File: config.mk
export PLATFORM = sky130hd
export DESIGN_NAME = fp_div
export DESIGN_NICKNAME = d
export VERILOG_FILES = /design/src/rtl/fp_div.sv
export SDC_FILE = /design/constraint.sdc
export NUM_CORES = 2
export LEC_CHECK = 0
export CORE_MARGIN = 4
export CORE_UTILIZATION = 47
export CTS_CLUSTER_SIZE = 24
export DETAILED_ROUTE_END_ITERATION = 16
export DONT_BUFFER_PORTS = 1
export PLACE_DENSITY = 0.7
export SETUP_SLACK_MARGIN = 0.2
export SLEW_MARGIN = 0
export SYNTH_ARGS = -nofsm -noshare
export SYNTH_HDL_FRONTEND = slang
export SYNTH_SLANG_ARGS = --single-unit
File: constraint.sdc
create_clock -name clock -period 14.3 [get_ports clock]
set_input_delay 1.43 -clock clock [delete_from_list [all_inputs] [get_ports clock]]
set_output_delay 1.43 -clock clock [all_outputs]
set_load 0.01 [all_outputs]
File: src/rtl/fp_div.sv
// fp_div: fully pipelined IEEE-754 single divider, flush-to-zero, round-to-nearest-even, 14-edge latency
module fp_div (
    input  logic        clock,
    input  logic        reset_n,
    input  logic        clk_en,
    input  logic [31:0] dataa,
    input  logic [31:0] datab,
    output logic [31:0] result
);
    localparam int LATENCY = 14;
    localparam int N = LATENCY - 1;

    // Two restoring-division iterations per stage; quotient MSB shifts out, leaving LSBs plus guard/round
    function automatic logic [50:0] step2(input logic [24:0] q, input logic [25:0] r, input logic [23:0] d);
        logic [24:0] qn;
        logic [25:0] rn;
        logic        ge;
        qn = q;
        rn = r;
        for (int i = 0; i < 2; i++) begin
            ge = rn >= {2'b00, d};
            rn = (ge ? rn - {2'b00, d} : rn) << 1;
            qn = {qn[23:0], ge};
        end
        return {qn, rn};
    endfunction

    logic        sgn, a_zero, b_zero, a_inf, b_inf, a_nan, b_nan, lt;
    logic [23:0] ma, mb;

    assign sgn    = dataa[31] ^ datab[31];
    assign a_zero = dataa[30:23] == 8'h00;
    assign b_zero = datab[30:23] == 8'h00;
    assign a_inf  = dataa[30:23] == 8'hFF && dataa[22:0] == 23'd0;
    assign b_inf  = datab[30:23] == 8'hFF && datab[22:0] == 23'd0;
    assign a_nan  = dataa[30:23] == 8'hFF && dataa[22:0] != 23'd0;
    assign b_nan  = datab[30:23] == 8'hFF && datab[22:0] != 23'd0;
    assign ma     = {1'b1, dataa[22:0]};
    assign mb     = {1'b1, datab[22:0]};
    assign lt     = ma < mb;

    logic [25:0]        r_q  [N];
    logic [24:0]        q_q  [N];
    logic [23:0]        d_q  [N-1];
    logic signed [9:0]  e_q  [N];
    logic               s_q  [N];
    logic               c_q  [N];
    logic [31:0]        v_q  [N];

    logic [25:0]        r_in [N];
    logic [24:0]        q_in [N];
    logic [23:0]        d_in [N];
    logic signed [9:0]  e_in [N];
    logic               s_in [N];
    logic               c_in [N];
    logic [31:0]        v_in [N];

    // Pre-normalise so the quotient lies in [1,2): a smaller dividend mantissa is doubled
    always_comb begin
        r_in[0] = lt ? {1'b0, ma, 1'b0} : {2'b00, ma};
        q_in[0] = '0;
        d_in[0] = mb;
        e_in[0] = $signed({2'b00, dataa[30:23]}) - $signed({2'b00, datab[30:23]}) + 10'sd127
                  - (lt ? 10'sd1 : 10'sd0);
        s_in[0] = sgn;
        c_in[0] = a_nan | b_nan | a_zero | b_zero | a_inf | b_inf;
        v_in[0] = (a_nan || b_nan || (a_zero && b_zero) || (a_inf && b_inf)) ? 32'h7FC00000 :
                  (b_zero || a_inf) ? {sgn, 8'hFF, 23'd0} : {sgn, 31'd0};
        for (int k = 1; k < N; k++) begin
            r_in[k] = r_q[k-1];
            q_in[k] = q_q[k-1];
            d_in[k] = d_q[k-1];
            e_in[k] = e_q[k-1];
            s_in[k] = s_q[k-1];
            c_in[k] = c_q[k-1];
            v_in[k] = v_q[k-1];
        end
    end

    logic [23:0]       m;
    logic signed [9:0] ef;
    logic [31:0]       res;

    // RNE: guard set and (sticky or lsb); sticky folds round bit and remainder
    always_comb begin
        m   = {1'b0, q_q[N-1][24:2]}
              + {23'd0, q_q[N-1][1] & (q_q[N-1][0] | (|r_q[N-1]) | q_q[N-1][2])};
        ef  = e_q[N-1] + $signed({9'd0, m[23]});
        res = c_q[N-1] ? v_q[N-1] :
              ef > 10'sd254 ? {s_q[N-1], 8'hFF, 23'd0} :
              ef < 10'sd1 ? {s_q[N-1], 31'd0} :
              {s_q[N-1], ef[7:0], m[22:0]};
    end

    always_ff @(posedge clock or negedge reset_n) begin
        if (!reset_n) begin
            for (int k = 0; k < N; k++) begin
                r_q[k] <= '0;
                q_q[k] <= '0;
                e_q[k] <= '0;
                s_q[k] <= 1'b0;
                c_q[k] <= 1'b0;
                v_q[k] <= '0;
            end
            for (int k = 0; k < N - 1; k++) d_q[k] <= '0;
            result <= '0;
        end else if (clk_en) begin
            for (int k = 0; k < N; k++) begin
                {q_q[k], r_q[k]} <= step2(q_in[k], r_in[k], d_in[k]);
                e_q[k] <= e_in[k];
                s_q[k] <= s_in[k];
                c_q[k] <= c_in[k];
                v_q[k] <= v_in[k];
            end
            for (int k = 0; k < N - 1; k++) d_q[k] <= d_in[k];
            result <= res;
        end
    end
endmodule

==> load_flow_metrics.sql <==
INSERT INTO impl_metrics (metric_group, metric, value, unit) VALUES
('clocking', 'cts-buffers-inserted', '113', ''),
('placed_design', 'detailed_place_hpwl', '148000', 'um'),
('synth', 'synth_cells', '8690', ''),
('worst_setup_path', 'critPathRequiredTime', '14.85', 'ns'),
('drt', 'drtPass1Iterations', '6', ''),
('synth', 'synth.ff_latch_count', '1009', ''),
('timing', 'setup-violations-final', '0', ''),
('worst_setup_path', 'critical-path-slowest-cell', 'a21oi_4', ''),
('floorplan', 'chipHeight', '409', 'um'),
('run_status', 'run_status', 'finished, violations left', ''),
('timing', 'setup_repair_after_global_routing_missed_its_margin', 'no', ''),
('synth', 'async_s_r_ff_share_synth', '1.00', ''),
('placed_design', 'placement.io_buffers', '0', ''),
('synth', 'synth_largest_area_cell', 'dfrtp_1', ''),
('grt', 'grt_pass1_vias', '60100', ''),
('synth', 'synthSimpleGateAreaFrac', '0.145', ''),
('drt', 'wl_per_cell', '18.7', 'um'),
('floorplan', 'num_rows', '146', ''),
('synth', 'cell_with_the_most_instances_after_synthesis', 'dfrtp_1', ''),
('synth', 'synthXorXnorAreaFrac', '0.0607', ''),
('synth', 'synth_warnings', '0', ''),
('synth', 'cell_area_synth', '75600', 'um2'),
('drt', 'route.detailed.drc', '0', ''),
('drt', 'route.final.wire_length', '201000', 'um'),
('worst_setup_path', 'type_of_origin_of_the_critical_path', 'input pin', ''),
('synth', 'synth_compound_gate_area_share', '0.214', ''),
('timing', 'layout_min_cycle_time', '9.89', 'ns'),
('clocking', 'postcts_resize_cnt', '0', ''),
('cells_and_area', 'finalNetCount', '9257', ''),
('worst_setup_path', 'worstSetupEndpointType', 'register', ''),
('timing', 'slew_headroom', '-0.0474', ''),
('clocking', 'cts-root-to-sink-buffers', '3', ''),
('clocking', 'cts_num_sinks', '1009', ''),
('synth', 'synthesis.nets', '9424', ''),
('timing', 'maxClockFrequency', '0.101', 'GHz'),
('synth', 'synthFlopType', 'dfrtp_1', ''),
('floorplan', 'io_pins', '99', ''),
('drt', 'detailroute.via_count', '62900', ''),
('cells_and_area', 'antenna_cells', '0', ''),
('worst_setup_path', 'critical_path_s_most_frequent_cell', 'a21oi_1', ''),
('worst_setup_path', 'arrival_time_reported_for_the_critical_path_endpoint', '10.44', 'ns'),
('floorplan', 'start_util', '0.475', ''),
('floorplan', 'area_of_the_core_region', '159000', 'um2'),
('timing', 'tns', '0', 'ns'),
('synth', 'synth.cells.most_frequent', 'dfrtp_1 (1009), a21oi_1 (855), nand2_1 (839)', ''),
('clocking', 'tritoncts', 'built', ''),
('clocking', 'clock_insertion_delay_worst_skew', '0.75', 'ns'),
('timing', 'worst_pin_slew', '1.57', 'ns'),
('worst_setup_path', 'crit_type', 'in -> reg', ''),
('synth', 'synthesized_area_divided_by_synthesized_cell_count', '8.70', 'um2'),
('worst_setup_path', 'critPathMaxStageDelay', '0.87', 'ns'),
('synth', 'muxShareOfSynthArea', '0.0914', ''),
('grt', 'initial_antenna_violation_count', '3', ''),
('synth', 'synth_cell_types', '107', ''),
('synth', 'register_area_share_after_synthesis', '0.334', ''),
('synth', 'synthAdderAreaFrac', '0.112', ''),
('synth', 'synth_top_family_by_area', 'compound AO/OA/AOI/OAI gates', ''),
('floorplan', 'chipWidth', '409', 'um'),
('grt', 'gr-usage-all-layers', '0.233', ''),
('worst_setup_path', 'worstPathMaxFanout', '35', ''),
('hold_path', 'worst_hold_path_type', 'in -> async', ''),
('flow_run', 'max_capacitance_violation_total', '0', ''),
('run_status', 'failed_checks', 'slew limit', ''),
('worst_setup_path', 'regToRegStartpoint', 'd_in[72]$_DFFE_PN0P_', ''),
('timing', 'timing.final.max_slew_violations', '337', ''),
('synth', 'synth_largest_type_area_fraction', '0.334', ''),
('grt', 'wire_length_of_the_first_global_routing_pass', '324000', 'um'),
('grt', 'grt_overflow_total', '0', ''),
('clocking', 'h-tree-depth', '3', ''),
('timing', 'worst_clock_skew', '0.0464', 'ns'),
('clocking', 'clock_tree.root_cell', 'clkbuf_16', '');
[state kept, by name (all words and copies together), names as in the netlist]
| signal | cells |
|---|---|
| c_in | 12 |
| result | 32 |
| e_in | 120 |
| s_in | 12 |
| s_q | 1 |
| e_q | 10 |
| r_q | 25 |
| r_in | 300 |
| q_in | 144 |
| q_q | 25 |
| v_q | 3 |
| d_in | 288 |
| c_q | 1 |
| v_in | 36 |
[cells by family (layout without fill, tap and decap cells)]
| family | Yosys count | after routing |
|---|---|---|
| adder cells (fa/ha/maj) | 667 | 667 |
| multiplexers | 638 | 638 |
| buffers and inverters | 835 | 763 |
| AO/OA/AOI/OAI | 2612 | 2612 |
| AND/OR/NAND/NOR | 2405 | 2405 |
| flip-flops | 1009 | 1009 |
| XOR/XNOR | 524 | 524 |
[layout by cell type (no fill, tap or decap), types with 18 or more instances in the layout]
cell       count
nor2b_1       64
a31o_2        18
nor4_1        45
clkbuf_16    114
o21ai_1       34
or3_1         50
o21ai_0      690
o2bb2ai_1     35
xnor2_1      338
o31a_1        21
a211oi_1      50
o211ai_1      50
nand3_1      141
o21bai_1      88
a211o_1       27
o221ai_1      19
nor3_1       106
nand2b_1      72
mux2i_1      225
mux2_2       410
nand4_1       84
inv_1        518
and2_1        45
o21a_1       108
a31oi_1       84
buf_4         24
bufinv_16     19
o31ai_1       54
a21o_1       255
or2_2         39
a21oi_1      854
and4_1        24
xor2_1       186
dfrtp_1     1009
nor2_1       758
ha_1         651
nand2_1      838
clkbuf_1      18
and3_1        66
[area by class of cell]
class,count,area (um2)
clock inverters,61,898
well taps,2146,2690
fillers,14800,77600
inverters,519,1950
repair buffers,34,455
flip-flops and latches,1009,25200
clock buffers,149,3150
multi-input cells,6846,47200
[through the flow]
step	std cells	instance area, um2	hold WS [ns]	worst slack, ns	util
6_report	10800	81600	0.385	4.41	0.513
2_1_floorplan	8690	75600	0.443	5.55	-
4_1_cts	10800	81300	0.418	4.44	0.511
3_5_place_dp	10500	77200	0.462	3.68	0.485
3_3_place_gp	10500	77200	0.458	3.67	0.485
5_1_grt	10800	81600	0.338	3.75	0.513
[final timing paths]
kind                       slack [ns]  cells after the start               endpoint
max in group asynchronous       10.80                      3  r_in[108]$_DFFE_PN0P_
min                              0.39                      0  r_in[293]$_DFFE_PN0P_
min in group clock               0.48                      2  d_in[165]$_DFFE_PN0P_
min reg2reg                      0.48                      2  d_in[165]$_DFFE_PN0P_
max                              4.41                     30  r_in[294]$_DFFE_PN0P_
max reg2reg                      6.44                     21   r_in[70]$_DFFE_PN0P_
[routing by layer]
metal / track usage / up-vias / share of wire
met1: 0.329 / 30400 / 0.47
met2: 0.380 / 1431 / 0.46
met3: 0.0311 / 285 / 0.049
li1: - / 30800 / -
met4: 0.0571 / 0 / 0.024
met5: 0 / - / 0
[worst max-delay path, delay by kind of cell]
family | cells | cell delay (ns)
buffers and inverters | 3 | 0.57
adders and majority gates | 3 | 1.03
AOI/OAI and AO/OA | 16 | 5.07
muxes | 2 | 0.58
and+or+nand+nor | 6 | 1.70
Power is left out: the tool's default activity adds up to more than one toggle a clock period on the data nets, which glitch-free logic cannot reach.
